===== src/rtl/fetch_stage_if.sv =====
// Instruction-memory bus between the fetch stage and instruction memory.
// The fetch stage drives the fetch address. The memory returns a 10-byte
// window starting at that address, plus an invalid-address flag.
interface fetch_stage_if;
    logic [63:0] imem_addr;
    logic [79:0] imem_bytes;
    logic        imem_error;

    modport master (
        output imem_addr,
        input  imem_bytes,
        input  imem_error
    );

    modport slave (
        input  imem_addr,
        output imem_bytes,
        output imem_error
    );
endinterface


===== src/rtl/fetch_stage.sv =====
// Y86-64 fetch stage.
// - Holds the predicted-PC register F and selects the fetch PC. That selection
//   also covers mispredicted-branch and ret recovery.
// - Decodes the instruction window from instruction memory.
// - Computes valP and the next predicted PC.
// - Loads the D pipeline register that feeds decode.
module fetch_stage #(
    parameter logic [63:0] RESET_PC = 64'h0
) (
    input  logic                 clock,
    input  logic                 reset,
    input  logic                 F_stall,
    input  logic                 D_stall,
    input  logic                 D_bubble,
    input  logic [3:0]           M_icode,
    input  logic                 M_Cnd,
    input  logic [63:0]          M_valA,
    input  logic [3:0]           W_icode,
    input  logic [63:0]          W_valM,
    fetch_stage_if.master        imem,
    output logic [2:0]           D_stat,
    output logic [3:0]           D_icode,
    output logic [3:0]           D_ifun,
    output logic [3:0]           D_rA,
    output logic [3:0]           D_rB,
    output logic [63:0]          D_valC,
    output logic [63:0]          D_valP
);

    localparam logic [3:0] I_HALT   = 4'h0;
    localparam logic [3:0] I_NOP    = 4'h1;
    localparam logic [3:0] I_RRMOVQ = 4'h2;
    localparam logic [3:0] I_IRMOVQ = 4'h3;
    localparam logic [3:0] I_RMMOVQ = 4'h4;
    localparam logic [3:0] I_MRMOVQ = 4'h5;
    localparam logic [3:0] I_OPQ    = 4'h6;
    localparam logic [3:0] I_JXX    = 4'h7;
    localparam logic [3:0] I_CALL   = 4'h8;
    localparam logic [3:0] I_RET    = 4'h9;
    localparam logic [3:0] I_PUSHQ  = 4'hA;
    localparam logic [3:0] I_POPQ   = 4'hB;

    localparam logic [3:0] R_NONE   = 4'hF;

    localparam logic [2:0] S_AOK    = 3'd1;
    localparam logic [2:0] S_HLT    = 3'd2;
    localparam logic [2:0] S_ADR    = 3'd3;
    localparam logic [2:0] S_INS    = 3'd4;

    // Predicted-PC register
    logic [63:0] F_predPC_q, F_predPC_d;

    // D pipeline register
    logic [2:0]  D_stat_q,  D_stat_d;
    logic [3:0]  D_icode_q, D_icode_d;
    logic [3:0]  D_ifun_q,  D_ifun_d;
    logic [3:0]  D_rA_q,    D_rA_d;
    logic [3:0]  D_rB_q,    D_rB_d;
    logic [63:0] D_valC_q,  D_valC_d;
    logic [63:0] D_valP_q,  D_valP_d;

    // Fetch-side combinational values
    logic [63:0] f_pc_s;
    logic [7:0]  byte0_s;
    logic [7:0]  byte1_s;
    logic [3:0]  f_icode_s;
    logic [3:0]  f_ifun_s;
    logic        instr_valid_s;
    logic        need_regids_s;
    logic        need_valC_s;
    logic [3:0]  f_rA_s;
    logic [3:0]  f_rB_s;
    logic [63:0] f_valC_s;
    logic [63:0] f_valP_s;
    logic [63:0] f_predPC_s;
    logic [2:0]  f_stat_s;

    // Fetch PC selection: a not-taken branch in M beats a ret in W, which beats the prediction
    always_comb begin
        f_pc_s = F_predPC_q;
        if ((M_icode == I_JXX) && !M_Cnd) begin
            f_pc_s = M_valA;
        end else if (W_icode == I_RET) begin
            f_pc_s = W_valM;
        end else begin
            f_pc_s = F_predPC_q;
        end
    end

    assign imem.imem_addr = f_pc_s;
    assign byte0_s        = imem.imem_bytes[7:0];
    assign byte1_s        = imem.imem_bytes[15:8];

    // Split icode/ifun. A bad fetch address turns the instruction into a nop.
    always_comb begin
        f_icode_s = byte0_s[7:4];
        f_ifun_s  = byte0_s[3:0];
        if (imem.imem_error) begin
            f_icode_s = I_NOP;
            f_ifun_s  = 4'h0;
        end else begin
            f_icode_s = byte0_s[7:4];
            f_ifun_s  = byte0_s[3:0];
        end
    end

    // Legal icode/ifun combinations
    always_comb begin
        instr_valid_s = 1'b0;
        case (f_icode_s)
            I_OPQ:              instr_valid_s = (f_ifun_s <= 4'd3);
            I_JXX, I_RRMOVQ:    instr_valid_s = (f_ifun_s <= 4'd6);
            I_HALT, I_NOP, I_IRMOVQ, I_RMMOVQ, I_MRMOVQ,
            I_CALL, I_RET, I_PUSHQ, I_POPQ:
                                instr_valid_s = (f_ifun_s == 4'd0);
            default:            instr_valid_s = 1'b0;
        endcase
    end

    // Which instruction formats carry a register byte and/or a constant word
    always_comb begin
        need_regids_s = 1'b0;
        need_valC_s   = 1'b0;
        case (f_icode_s)
            I_RRMOVQ, I_OPQ, I_PUSHQ, I_POPQ: begin
                need_regids_s = 1'b1;
                need_valC_s   = 1'b0;
            end
            I_IRMOVQ, I_RMMOVQ, I_MRMOVQ: begin
                need_regids_s = 1'b1;
                need_valC_s   = 1'b1;
            end
            I_JXX, I_CALL: begin
                need_regids_s = 1'b0;
                need_valC_s   = 1'b1;
            end
            default: begin
                need_regids_s = 1'b0;
                need_valC_s   = 1'b0;
            end
        endcase
    end

    // Register specifiers and constant word. The constant word follows the register byte when there is one.
    always_comb begin
        f_rA_s   = R_NONE;
        f_rB_s   = R_NONE;
        f_valC_s = 64'h0;
        if (need_regids_s) begin
            f_rA_s = byte1_s[7:4];
            f_rB_s = byte1_s[3:0];
        end else begin
            f_rA_s = R_NONE;
            f_rB_s = R_NONE;
        end
        if (need_valC_s && need_regids_s) begin
            f_valC_s = imem.imem_bytes[79:16];
        end else if (need_valC_s) begin
            f_valC_s = imem.imem_bytes[71:8];
        end else begin
            f_valC_s = 64'h0;
        end
    end

    // Fall-through PC (wraps silently). Jumps and calls predict their target.
    always_comb begin
        f_valP_s = f_pc_s + 64'd1 + {63'd0, need_regids_s}
                 + (need_valC_s ? 64'd8 : 64'd0);
        if ((f_icode_s == I_JXX) || (f_icode_s == I_CALL)) begin
            f_predPC_s = f_valC_s;
        end else begin
            f_predPC_s = f_valP_s;
        end
    end

    // Fetch status: an address error wins over an illegal instruction, which wins over halt
    always_comb begin
        f_stat_s = S_AOK;
        if (imem.imem_error) begin
            f_stat_s = S_ADR;
        end else if (!instr_valid_s) begin
            f_stat_s = S_INS;
        end else if (f_icode_s == I_HALT) begin
            f_stat_s = S_HLT;
        end else begin
            f_stat_s = S_AOK;
        end
    end

    // Next value of the predicted PC: reset overrides stall
    always_comb begin
        F_predPC_d = F_predPC_q;
        if (reset) begin
            F_predPC_d = RESET_PC;
        end else if (!F_stall) begin
            F_predPC_d = f_predPC_s;
        end else begin
            F_predPC_d = F_predPC_q;
        end
    end

    // Next value of D: reset and bubble insert a nop and win over stall
    always_comb begin
        D_stat_d  = D_stat_q;
        D_icode_d = D_icode_q;
        D_ifun_d  = D_ifun_q;
        D_rA_d    = D_rA_q;
        D_rB_d    = D_rB_q;
        D_valC_d  = D_valC_q;
        D_valP_d  = D_valP_q;
        if (reset || D_bubble) begin
            D_stat_d  = S_AOK;
            D_icode_d = I_NOP;
            D_ifun_d  = 4'h0;
            D_rA_d    = R_NONE;
            D_rB_d    = R_NONE;
            D_valC_d  = 64'h0;
            D_valP_d  = 64'h0;
        end else if (!D_stall) begin
            D_stat_d  = f_stat_s;
            D_icode_d = f_icode_s;
            D_ifun_d  = f_ifun_s;
            D_rA_d    = f_rA_s;
            D_rB_d    = f_rB_s;
            D_valC_d  = f_valC_s;
            D_valP_d  = f_valP_s;
        end else begin
            D_stat_d  = D_stat_q;
            D_icode_d = D_icode_q;
            D_ifun_d  = D_ifun_q;
            D_rA_d    = D_rA_q;
            D_rB_d    = D_rB_q;
            D_valC_d  = D_valC_q;
            D_valP_d  = D_valP_q;
        end
    end

    // State update for F and D
    always_ff @(posedge clock) begin
        F_predPC_q <= F_predPC_d;
        D_stat_q   <= D_stat_d;
        D_icode_q  <= D_icode_d;
        D_ifun_q   <= D_ifun_d;
        D_rA_q     <= D_rA_d;
        D_rB_q     <= D_rB_d;
        D_valC_q   <= D_valC_d;
        D_valP_q   <= D_valP_d;
    end

    assign D_stat  = D_stat_q;
    assign D_icode = D_icode_q;
    assign D_ifun  = D_ifun_q;
    assign D_rA    = D_rA_q;
    assign D_rB    = D_rB_q;
    assign D_valC  = D_valC_q;
    assign D_valP  = D_valP_q;

endmodule

===== src/flat_wrapper.sv =====
// flat-port wrapper written by rule: the top's interface ports become plain ports
module fetch_stage_flat 
#(
    parameter logic [63:0] RESET_PC = 64'h0
)
  (clock, reset, F_stall, D_stall, D_bubble, M_icode, M_Cnd, M_valA, W_icode, W_valM, D_stat, D_icode, D_ifun, D_rA, D_rB, D_valC, D_valP, imem_imem_addr, imem_imem_bytes, imem_imem_error);
  fetch_stage_if imem_i ();
  input  logic clock;
  input  logic reset;
  input  logic F_stall;
  input  logic D_stall;
  input  logic D_bubble;
  input  logic [3:0] M_icode;
  input  logic M_Cnd;
  input  logic [63:0] M_valA;
  input  logic [3:0] W_icode;
  input  logic [63:0] W_valM;
  output logic [2:0] D_stat;
  output logic [3:0] D_icode;
  output logic [3:0] D_ifun;
  output logic [3:0] D_rA;
  output logic [3:0] D_rB;
  output logic [63:0] D_valC;
  output logic [63:0] D_valP;
  output wire logic [$bits(imem_i.imem_addr)-1:0] imem_imem_addr;
  input wire logic [$bits(imem_i.imem_bytes)-1:0] imem_imem_bytes;
  input wire logic [$bits(imem_i.imem_error)-1:0] imem_imem_error;
  assign imem_imem_addr = imem_i.imem_addr;
  assign imem_i.imem_bytes = imem_imem_bytes;
  assign imem_i.imem_error = imem_imem_error;
  fetch_stage #(.RESET_PC(RESET_PC)) u_core (.clock(clock), .reset(reset), .F_stall(F_stall), .D_stall(D_stall), .D_bubble(D_bubble), .M_icode(M_icode), .M_Cnd(M_Cnd), .M_valA(M_valA), .W_icode(W_icode), .W_valM(W_valM), .imem(imem_i), .D_stat(D_stat), .D_icode(D_icode), .D_ifun(D_ifun), .D_rA(D_rA), .D_rB(D_rB), .D_valC(D_valC), .D_valP(D_valP));
endmodule

===== config.mk =====
export PLATFORM = sky130hd
export DESIGN_NAME = fetch_stage_flat
export DESIGN_NICKNAME = d
export VERILOG_FILES = /design/src/rtl/fetch_stage_if.sv /design/src/rtl/fetch_stage.sv /design/src/flat_wrapper.sv
export SDC_FILE = /design/constraint.sdc
export NUM_CORES = 1
export LEC_CHECK = 0
export CAP_MARGIN = 20
export CORE_MARGIN = 1.5
export CORE_UTILIZATION = 42
export CTS_CLUSTER_DIAMETER = 30
export CTS_CLUSTER_SIZE = 16
export DETAILED_ROUTE_END_ITERATION = 16
export GPL_TIMING_DRIVEN = 1
export PLACE_DENSITY = 0.8
export SYNTH_ARGS = -nofsm -noshare
export SYNTH_HDL_FRONTEND = slang
export SYNTH_SLANG_ARGS = --single-unit

===== constraint.sdc =====
create_clock -name clock -period 4.7 [get_ports clock]
set_input_delay 0.94 -clock clock [delete_from_list [all_inputs] [get_ports clock]]
set_output_delay 0.94 -clock clock [all_outputs]
set_load 0.005 [all_outputs]

; ---- Word-level counts from Yosys, hierarchy flattened
; Memories as Yosys holds them, arrays and structs flattened.
; Index checks and enable logic that the tools add are counted.
[word_totals]
regBits = 211
romBits = 32
output_inout_bits = 211
wordCells = 50
mem_count = 1
[op_classes]
n_addsub = 3
magnitude_cmp = 2
eq_ne = 13
muxes = 14
reduce_logical = 9
[mem_list]
columns = name, depth, word_bits, rd, rd_clocked_by_memory_dff, wr, line
row1 = (no name shown), 16, 2, 1, 0, 0, fetch_stage.sv:124  ; case (f_icode_s)
[op_table]
columns = operator, count
row1 = $mux W64, 5
row2 = $add A64 B1 Y64, 1
row3 = $add A64 B1 Y64 const B, 1
row4 = $add A64 B64 Y64, 1
row5 = $eq A4 B3 Y1 const B, 5
row6 = $eq A4 B4 Y1 const B, 5
row7 = $mux W4, 5
row8 = $reduce_or A9 Y1, 1
row9 = $eq A4 B2 Y1 const B, 2
row10 = $logic_not A4 Y1, 2
row11 = $mux W3, 2
row12 = $eq A4 B1 Y1 const B, 1
row13 = $le A4 B2 Y1 const B, 1
row14 = $le A4 B3 Y1 const B, 1
row15 = $pmux W1 S3, 1
row16 = $logic_and A1 B1 Y1, 2
row17 = $logic_or A1 B1 Y1, 2
row18 = $mux W2, 1
row19 = $reduce_or A2 Y1, 1
row20 = $logic_not A1 Y1, 1

; ---- Depth between registers and ports, before layout
[logic_depth]
depth_word = 7
mapped_depth = 25

; ---- Least setup slack after synthesis
; OpenSTA, ideal clock, no wires.
[synth_path]
path_kind = input port to flip-flop
startpoint = input port M_icode[3]
endpoint = register u_core.F_predPC_q[63]
arrival_ns = 4.876
slack_ns = -0.303
stages = 20
n_path_buf = 7
cell_sequence = nand4b_1 -> nor2_2 -> buf_2 -> buf_4 -> buf_2 -> buf_2 -> buf_2 -> buf_2 -> o21ai_0 -> ha_1 -> and4b_1 -> a31o_2 -> a41o_1 -> and4_1 -> clkbuf_1 -> nand4_1 -> nor4_2 -> xor2_1 -> a222oi_1 -> nor2_1
[synth_via]
elab_chain_len = 7
[synth_rtl]
columns = element, line
row1 = "start, declared", flat_wrapper.sv:13  ; input logic [3:0] M_icode;
row2 = $eq A4 B3 Y1, fetch_stage.sv:81  ; if ((M_icode == I_JXX) && !M_Cnd) begin
row3 = $logic_and A1 B1 Y1, fetch_stage.sv:81
row4 = $mux W64, fetch_stage.sv:81
row5 = net imem_imem_addr[3], flat_wrapper.sv:25  ; output wire logic [$bits(imem_i.imem_addr)-1:0] imem_imem_addr;
row6 = $add A64 B1 Y64 (2 in series), fetch_stage.sv:167  ; f_valP_s = f_pc_s + 64'd1 + {63'd0, need_regids_s}
row7 = $add A64 B64 Y64, fetch_stage.sv:168  ; + (need_valC_s ? 64'd8 : 64'd0);
row8 = $mux W64, fetch_stage.sv:169  ; if ((f_icode_s == I_JXX) || (f_icode_s == I_CALL)) begin
row9 = "end signal, assigned", fetch_stage.sv:240  ; F_predPC_q <= F_predPC_d;
row10 = "end, declared", fetch_stage.sv:51  ; logic [63:0] F_predPC_q, F_predPC_d;
; The timed path passes the listed nets, and every way through them passes these cells.
; A chain may end at the register's enable or synchronous reset.

; ---- Worst setup path after layout
[layout_path]
startpoint = input port W_icode[3]
endpoint = output port imem_imem_addr[22]
[layout_via]
elab_chain_len = 3
[layout_rtl]
columns = element, line
row1 = "start, declared", flat_wrapper.sv:16  ; input logic [3:0] W_icode;
row2 = $eq A4 B4 Y1, fetch_stage.sv:83  ; end else if (W_icode == I_RET) begin
row3 = $mux W64, fetch_stage.sv:83
row4 = $mux W64, fetch_stage.sv:81
row5 = "end, declared", flat_wrapper.sv:25
; No other way between the ends.

==> impl_metrics.csv <==
group,metric,value,unit
outcome,status,"completed",
detailed_routing,vias,14400,
detailed_routing,drc,0,
final_layout,multiInputGateArea,7510,um2
final_layout,layout_commonest_cell,"clkdlybuf4s50_1",
place,dp_hpwl,41400,um
timing,clock.fmax,217,MHz
global_routing,overflow,0,
timing,post-route-min-period,4600,ps
timing,finClkSkew,13.3,ps
global_routing,grt_use_total,35.6,%
synth,yosys_most_used_dff,"dfxtp_1",
timing,slew_headroom,31.1,%
detailed_routing,antenna_left,0,
synth,async_flop_share,0,%
power,total_power,0.00650,W
synth,yosys_warnings,0,
clock_tree,clock_path_buffers,3,
floorplan,dieArea,30500,um2
synth,synth_edf_count,0,
final_layout,stdcell_count,2488,
final_layout,layout_common_cells,"clkdlybuf4s50_1 (430), nand2_1 (272), nor2_1 (233)",
worst_setup_path,path_class,"in2out",
synth,synth_cells,1641,
floorplan,core,28900,um2
synth,avgSynthCellArea,7.55,um2
worst_setup_path,cp_cell_sequence,"clkdlybuf4s50_1, and4bb_4, buf_12, buf_4, mux2i_1, o21ai_0, clkdlybuf4s50_1",
clock_tree,cts_resized,0,
detailed_routing,drt-vias-per-instance,5.80,
global_routing,grt_pass1_wl,83900,um
timing,rsz0062_at_grt,"false",
worst_setup_path,cp_max_fo,70,
synth,syn-num-nets,1867,
place,dp_cells,2390,
clock_tree,cts_hold_buffers,0,
final_layout,final_layout_size_suffix_gt1_share,10.1,%
worst_setup_path,crit_path_end_kind,"output port",
clock_tree,clock_latency,550,ps
worst_setup_path,cp_common_cell,"clkdlybuf4s50_1",
synth,synth_seq_cells,211,
global_routing,grt_pass1_vias,14100,
timing,worst_pin_slew,1030,ps
place,place_congestion,0.978,
detailed_routing,routedWlPerCell,22.8,um
final_layout,nFillCells,2382,
final_layout,area_delta_synth_final,53.5,%
detailed_routing,wl,56600,um
power,p_leak,7.23,nW
final_layout,register_area,4220,um2
synth,ys_types,72,
final_layout,nNetsFinal,2284,
worst_setup_path,crit_path_top_delay_cell,"clkdlybuf4s50_1",
clock_tree,cts-buffers-inserted,50,
min_path,hp-class,"reg2reg",
floorplan,die_h,175,um
clock_tree,post_cts.repair.setup_buffers,0,
worst_setup_path,worst-path-buf-inv,4,
worst_setup_path,cp-start-kind,"primary input",
power,powerDensity,342,nW/um2
worst_setup_path,crit_required,3760,ps
timing,setup_viol,0,
worst_setup_path,critPathTopFamily,"buffers and inverters",
clock_tree,clock-root-buffer,"clkbuf_16",
floorplan,ios,434,
timing,min_period_over_period,97.9,%
clock_tree,clk_pin_slew,50,ps
timing,hold_viol_final,0,
global_routing,grt_max_degree,128,
clock_tree,h-tree-depth,2,
detailed_routing,dr.pass1.iters,5,
place,portBuffers,433,
worst_setup_path,slowest_delay,600,ps
worst_setup_path,arrival,3660,ps
timing,hold-worst-slack,462,ps
floorplan,die_x,175,um
clock_tree,clock_sinks,211,
power,vdd_drop_max,0.328,mV
flow_run,cap_violations,0,
floorplan,initial_core_util,42.9,%
global_routing,antenna_found_initial,6,
synth,seq_area_frac_synth,34.1,%
timing,maxSlewViolCount,0,
floorplan,rows,62,
detailed_routing,first_iter_violations,1607,
clock_tree,cts_tree,"done",
synth,synth_area,12400,um2
sequential cells by signal, summed over array words and instances (netlist names):
register	flops
u_core.D_rB	4
u_core.D_ifun	4
u_core.D_valP	64
u_core.D_icode	4
u_core.D_rA	4
u_core.D_valC	64
u_core.D_stat	3
u_core.F_predPC_q	64
worst min-delay path, stage by stage (launching register included):
cell	delay [ps]
dfxtp_1	300
nand2_1	60
a21oi_1	50
area by class of cell:
| type | instances | area share, % |
|---|---|---|
| clock buffer | 69 | 7.87 |
| sequential | 211 | 22.2 |
| inverter | 30 | 0.599 |
| clock inverter | 25 | 1.77 |
| antenna | 4 | 0.0526 |
| multi-input combinational | 1271 | 39.5 |
| timing repair buffer | 494 | 25.5 |
| tap | 384 | 2.53 |
routing by layer:
layer	global-route usage, %	vias up	part of all wire [%]
li1	-	6563	-
met1	47.0	6799	40
met2	54.4	903	43
met3	10.5	170	12
met4	14.4	4	4.3
met5	0	-	0.060
through the flow:
stage	TNS (ps)	util [%]	area [um2]	setup slack (ps)
6_report	0	65.9	19000	97.7
2_1_floorplan	-6.78	-	12500	-6.78
3_5_place_dp	-5.73	59.5	17200	-5.73
4_1_cts	0	65.9	19000	138
3_3_place_gp	0	59.5	17200	130
5_1_grt	0	65.9	19000	6.05
worst paths after layout:
check | end | slack [ps] | start | cells past startpoint
worst max-delay path | imem_imem_addr[22] | 100 | W_icode[3] | 7
worst min-delay path | u_core.D_valP[9] | 460 | u_core.D_valP[9] | 2
worst max register to register | u_core.F_predPC_q[54] | 1460 | u_core.F_predPC_q[0] | 14
worst min register to register | u_core.D_valP[9] | 460 | u_core.D_valP[9] | 2
report_power, final:
part	switching (W)	leakage (nW)	internal, W
logic	0.000488	4.64	0.000429
registers	0.0000316	1.71	0.00184
clock network	0.00113	0.882	0.00259
total	0.00165	7.23	0.00486
logic make-up after synthesis:
| group | after synthesis | share of synthesized area (%) |
|---|---|---|
| compound gates | 384 | 18.9 |
| buf+inv | 159 | 5.75 |
| mux | 141 | 11.5 |
| simple gates | 682 | 25.1 |
| xor+xnor | 61 | 4.31 |
| flops | 211 | 34.1 |
| fa+ha+maj | 3 | 0.303 |
synth_stat cells, types with 4 or more instances:
cell type  instances  area (um2)
nand2_1          273        1020
nand4_1            8        50.1
nor2_1           235         882
and3_1             4        25.0
nor4_2             5        62.6
a211oi_1          13        97.6
o21ai_0          103         515
mux2_2            10         113
buf_6              5        56.3
nor4_1            10        62.6
o21ba_2            6        60.1
o32ai_1            7        61.3
o21a_1             4        30.0
nor3_2             5        50.1
a22oi_1            8        60.1
and4_1             5        43.8
nand3_1           37         185
nor3_1            55         275
dfxtp_1          211        4220
nor4_4             4        85.1
or2_2              4        25.0
xnor2_1           47         412
xor2_1            14         123
o22ai_1           21         131
and4b_1            5        50.1
nand4b_1           5        43.8
a211o_1            7        61.3
o211ai_1           6        45.0
inv_1             28         105
buf_1             10        37.5
o221ai_1           9        78.8
a21o_1            39         293
buf_2             14        70.1
a21oi_1          132         661
nand3b_1           4        30.0
o21ai_1            7        35.0
mux2i_1          131        1310
clkbuf_1          94         353
o21ba_1            4        40.0
Power figures use the tool's default switching activity.
